## src/rtl/we_seq_gen.sv

```systemverilog
// we_seq_gen: plays back a stored pattern of (w,e) symbol pairs toward the
// w/e sequence-detector FSMs, with repeat passes, abort and error pulses.
// LEN_W must be wide enough that 2**LEN_W > MAX_LEN.
module we_seq_gen #(
  parameter int MAX_LEN = 8,
  parameter int LEN_W   = 4
) (
  input  logic                 clk,
  input  logic                 rst_n,
  input  logic                 load,
  input  logic [2*MAX_LEN-1:0] load_data,
  input  logic [LEN_W-1:0]     load_len,
  input  logic                 start,
  input  logic [LEN_W-1:0]     repeat_cnt,
  input  logic                 abort,
  output logic                 w,
  output logic                 e,
  output logic                 valid,
  output logic                 busy,
  output logic                 done,
  output logic                 err
);

  typedef enum logic [1:0] {
    IDLE  = 2'd0,
    ARMED = 2'd1,
    PLAY  = 2'd2
  } state_t;

  state_t               r_state;
  logic [2*MAX_LEN-1:0] r_pattern;
  logic [LEN_W-1:0]     r_len;
  logic [LEN_W-1:0]     r_idx;
  logic [LEN_W-1:0]     r_pass;
  logic                 r_w;
  logic                 r_e;
  logic                 r_valid;
  logic                 r_busy;
  logic                 r_done;
  logic                 r_err;

  state_t               w_nxtState;
  logic [2*MAX_LEN-1:0] w_nxtPattern;
  logic [LEN_W-1:0]     w_nxtLen;
  logic [LEN_W-1:0]     w_nxtIdx;
  logic [LEN_W-1:0]     w_nxtPass;
  logic                 w_nxtValid;
  logic                 w_nxtDone;
  logic                 w_nxtErr;
  logic [1:0]           w_sym;
  logic                 w_loadLegal;
  logic                 w_lastSym;

  // r_pass counts passes still to come after the current one, so a
  // repeat_cnt of all-ones never needs a wider counter.
  assign w_loadLegal = (load_len != '0) && (load_len <= LEN_W'(MAX_LEN));
  assign w_lastSym   = (r_idx == r_len - LEN_W'(1));

  // Next-state and next-output decode; abort outranks everything in PLAY,
  // and load outranks start outside PLAY.
  always_comb begin
    w_nxtState   = r_state;
    w_nxtPattern = r_pattern;
    w_nxtLen     = r_len;
    w_nxtIdx     = r_idx;
    w_nxtPass    = r_pass;
    w_nxtValid   = 1'b0;
    w_nxtDone    = 1'b0;
    w_nxtErr     = 1'b0;
    case (r_state)
      IDLE, ARMED: begin
        if (load) begin
          if (w_loadLegal) begin
            w_nxtPattern = load_data;
            w_nxtLen     = load_len;
            w_nxtState   = ARMED;
          end else begin
            w_nxtErr = 1'b1;
          end
        end else if (start) begin
          if (r_state == ARMED) begin
            w_nxtState = PLAY;
            w_nxtIdx   = '0;
            w_nxtPass  = repeat_cnt;
            w_nxtValid = 1'b1;
          end else begin
            w_nxtErr = 1'b1;
          end
        end
      end
      PLAY: begin
        if (abort) begin
          w_nxtState = ARMED;
          w_nxtIdx   = '0;
          w_nxtPass  = '0;
        end else begin
          w_nxtErr = load;
          if (w_lastSym) begin
            if (r_pass == '0) begin
              w_nxtState = ARMED;
              w_nxtIdx   = '0;
              w_nxtDone  = 1'b1;
            end else begin
              w_nxtIdx   = '0;
              w_nxtPass  = r_pass - LEN_W'(1);
              w_nxtValid = 1'b1;
            end
          end else begin
            w_nxtIdx   = r_idx + LEN_W'(1);
            w_nxtValid = 1'b1;
          end
        end
      end
      default: begin
        w_nxtState = IDLE;
      end
    endcase
  end

  // Pick the symbol about to be shown; forced to 00 when nothing is valid.
  always_comb begin
    w_sym = 2'b00;
    for (int i = 0; i < MAX_LEN; i++) begin
      if (w_nxtValid && (w_nxtIdx == LEN_W'(i))) begin
        w_sym = r_pattern[2*i +: 2];
      end
    end
  end

  // State, pattern storage and registered outputs.
  always_ff @(posedge clk or negedge rst_n) begin
    if (!rst_n) begin
      r_state   <= IDLE;
      r_pattern <= '0;
      r_len     <= '0;
      r_idx     <= '0;
      r_pass    <= '0;
      r_w       <= 1'b0;
      r_e       <= 1'b0;
      r_valid   <= 1'b0;
      r_busy    <= 1'b0;
      r_done    <= 1'b0;
      r_err     <= 1'b0;
    end else begin
      r_state   <= w_nxtState;
      r_pattern <= w_nxtPattern;
      r_len     <= w_nxtLen;
      r_idx     <= w_nxtIdx;
      r_pass    <= w_nxtPass;
      r_w       <= w_sym[1];
      r_e       <= w_sym[0];
      r_valid   <= w_nxtValid;
      r_busy    <= (w_nxtState == PLAY);
      r_done    <= w_nxtDone;
      r_err     <= w_nxtErr;
    end
  end

  assign w     = r_w;
  assign e     = r_e;
  assign valid = r_valid;
  assign busy  = r_busy;
  assign done  = r_done;
  assign err   = r_err;

endmodule

```

## config.mk

```make
export PLATFORM = sky130hd
export DESIGN_NAME = we_seq_gen
export DESIGN_NICKNAME = d
export VERILOG_FILES = /design/src/rtl/we_seq_gen.sv
export SDC_FILE = /design/constraint.sdc
export NUM_CORES = 1
export LEC_CHECK = 0
export ABC_AREA = 1
export ABC_CLOCK_PERIOD_IN_PS = 2100
export CAP_MARGIN = 20
export CORE_UTILIZATION = 30
export CTS_CLUSTER_SIZE = 8
export DETAILED_ROUTE_END_ITERATION = 8
export SLEW_MARGIN = 10
export SYNTH_ARGS = -nofsm -noshare
export SYNTH_HDL_FRONTEND = slang
export SYNTH_SLANG_ARGS = --single-unit
export TNS_END_PERCENT = 1
```

## constraint.sdc

```tcl
create_clock -name clk -period 2.1 [get_ports clk]
set_input_delay 0.63 -clock clk [delete_from_list [all_inputs] [get_ports clk]]
set_output_delay 0.63 -clock clk [all_outputs]
set_load 0.05 [all_outputs]
```

==> results.toml <==
[cts]
cts.clk_slew.worst_paths_ns = 0.07
cts_made_buffers = 5
cts_root_buffer = "clkbuf_8"
hold_buffers = 0
cts_buffer_depth = 2
clock_sinks = 36
htreeDepth = 2
cts_tree = "built"
clk_latency_ns = 0.29

[logic_synthesis]
yosysWarnings = 0
synthAdderAreaFrac_pct = 5.55
avgSynthCellArea_sq_um = 7.94
synth.area.top_cells = "dfrtp_1 (40%), nand2_1 (15%), ha_1 (5.5%)"
yosys.area.top_type_share_pct = 40.0
synth_mux_area_share_pct = 0
ys_seq_elements = 36
yosysSeqAreaShare_pct = 40.0
yosys.area.top_type = "dfrtp_1"
yosys.area_share.simple_pct = 38.9
synth_fp_nets = 323
ys_types = 34
syn_inst = 284
synth_compound_area_share_pct = 7.77
synth_top_family_by_area = "simple AND/OR/NAND/NOR gates"
syn_area_sq_um = 2250
synth_xor_area_share_pct = 1.17

[floorplanning]
fp.dieH_microns = 88.7
core_sq_um = 7250
design.die.area_sq_um = 7870
die_x_microns = 88.7
ios = 35
start_util_pct = 31.1
std_cell_rows = 31

[timing]
fin_crit_ns = 2.03
skew_ns = 0.00624
setup_slack_ns = 0.0709
period_share_pct = 96.6
finalHoldViolations = 0
setup_viol = 0
fmax_ghz = 0.493
slew_headroom_pct = 69.9
rsz0062_at_grt = "yes"
hold_slack_ns = 0.280
worst_pin_slew_ns = 0.452
drv_slew = 0

[layout]
final_core_util_pct = 42.9
layout_commonest_cell = "nand2_1"
nets = 389
fin_cells = 449
nFillCells = 740
drive_above_1_share_pct = 30.6
antenna_cells = 0
area_delta_synth_final_pct = 38.1
final_cell_mix = "nand2_1 (86), dfrtp_1 (35), buf_4 (33), clkdlybuf4s50_1 (25), nor2_1 (22)"

[placement]
place_ws_ns = -0.300
place_congestion = 0.857
port-buffer-count = 34
dp.final_hpwl_mm = 3.72
dp.cells = 440

[critical_path]
reg2reg_slack_ns = 0.10
cp.required_ns = 2.28
arrival_ns = 2.21
crit_type = "primary input to flop"
r2r_end = "e"
reg2reg_depth = 16
r2r-start = "r_len[0]"
cp_max_fo = 2
start_kind = "primary input"
endpoint_kind = "flop"

[power]
p_int_w = 0.00211
sequentialPowerShare_pct = 31.7
clkPwrFrac_pct = 14.6
p_leak_nw = 1.54
switchingPower_w = 0.00163
switching_share_pct = 43.6
power_per_cell_area_nw_per_um2 = 1200
peakVddDrop_mv = 0.399
p_total_w = 0.00374
p_comb_share_pct = 53.7

[drt]
routedWlPerCell_microns = 10.8
dr.pass1.iters = 4
via_per_inst = 4.38
via_count = 1968
drtIter0Drc = 72
routed_wl_mm = 4.83
drc_errors = 0
ant_nets = 0

[global_route]
grt_overflow = 0
grt_use_total_pct = 13.6
antenna_found_initial = 0
grt_pass1_vias = 1824
grt_pass1_wl_mm = 8.20
grt_max_degree = 21

[flow_run]
drv_cap = 0

[hold_path]
hold_class = "primary input to async pin"

[outcome]
status = "complete, no violations"
-- kinds of logic (layout without fill, tap and decap cells) --
kind of cell / count (synthesis) / after routing
adder cells (fa/ha/maj): 10 / 10
XOR/XNOR: 3 / 3
AO/OA/AOI/OAI: 30 / 30
buffers and inverters: 38 / 104
AND/OR/NAND/NOR: 167 / 167
flip-flops: 36 / 36
-- cells in the mapped netlist --
cell type	count
nand2_1	89
dfrtp_1	36
inv_1	24
nor2_1	24
o21ai_0	15
nand3_1	12
ha_1	10
nand2_4	9
inv_2	8
nand2_2	8
a21oi_1	6
nor2_4	6
nand3_2	5
a31oi_1	3
nand4_2	3
buf_2	2
clkbuf_1	2
nand4_1	2
nor2_2	2
o21ai_1	2
or2_2	2
xnor2_1	2
a21oi_4	1
a311oi_1	1
buf_1	1
inv_6	1
nand3_4	1
nand3b_1	1
nor3_2	1
nor3b_1	1
nor4_1	1
o2111ai_1	1
o211ai_1	1
xor2_1	1
-- power by group through the flow --
stage / clock [W] / combinational (W) / sequential [W]
after floorplan: 0 / 0.00120 / 0.00125
after global placement: 0 / 0.00182 / 0.00118
after detailed placement: 0 / 0.00185 / 0.00119
after CTS: 0.000559 / 0.00185 / 0.00118
after global routing: 0.000588 / 0.00225 / 0.00123
final: 0.000544 / 0.00201 / 0.00118
-- flip-flops by register name, indices dropped and copies added (netlist names) --
| signal | count |
|---|---|
| w | 1 |
| busy | 1 |
| e | 1 |
| done | 1 |
| valid | 1 |
| r_pass | 4 |
| r_len | 4 |
| r_idx | 4 |
| r_state | 2 |
| err | 1 |
| r_pattern | 16 |
-- critical path, stage by stage --
cell	delay (ns)
clkdlybuf4s50_1	0.42
nor2_1	0.10
nand2_1	0.07
or2_2	0.28
nand3_1	0.11
nor2_1	0.07
a311oi_1	0.23
o21ai_1	0.17
inv_1	0.08
nor2_1	0.04
-- through the flow --
stage,instance area (sq um),setup TNS [ns]
3_3_place_gp,2910,-4.77
6_report,3110,0
3_5_place_dp,2910,-4.96
4_1_cts,3010,0
2_1_floorplan,2250,0
5_1_grt,3110,-0.142
-- area by class of cell --
cell class              instances  area, sq um  area share, %
repair buffers                 64          579           18.6
multi-input cells             210         1280           41.1
flip-flops and latches         36          902           29.0
well taps                      99          124           3.98
clock buffers                   7         96.3           3.09
inverters                      33          133           4.26
-- repair_timing --
action	CTS	global route
resized for setup	0	26
endpoints found under the setup margin	0	20
buffers inserted	0	2
-- metal layers --
layer / global-route usage (%) / part of all wire [%]
met1: 17.2 / 46
met2: 22.9 / 47
met3: 3.45 / 4.7
met4: 3.96 / 1.4
met5: 0 / 0
-- worst max path at each step --
| stage | slack, ns | endpoint | depth (start not counted) | start |
|---|---|---|---|---|
| floorplan | 0.17 | e | 16 | r_len[0] |
| global placement | -0.25 | w | 17 | start |
| detailed placement | -0.30 | e | 16 | start |
| CTS | 0.003 | e | 16 | start |
| global route | -0.08 | e | 16 | r_state[1] |
| finish | 0.07 | r_state[0] | 10 | load_len[1] |
Note: power is estimated with default switching activity, not from simulation.
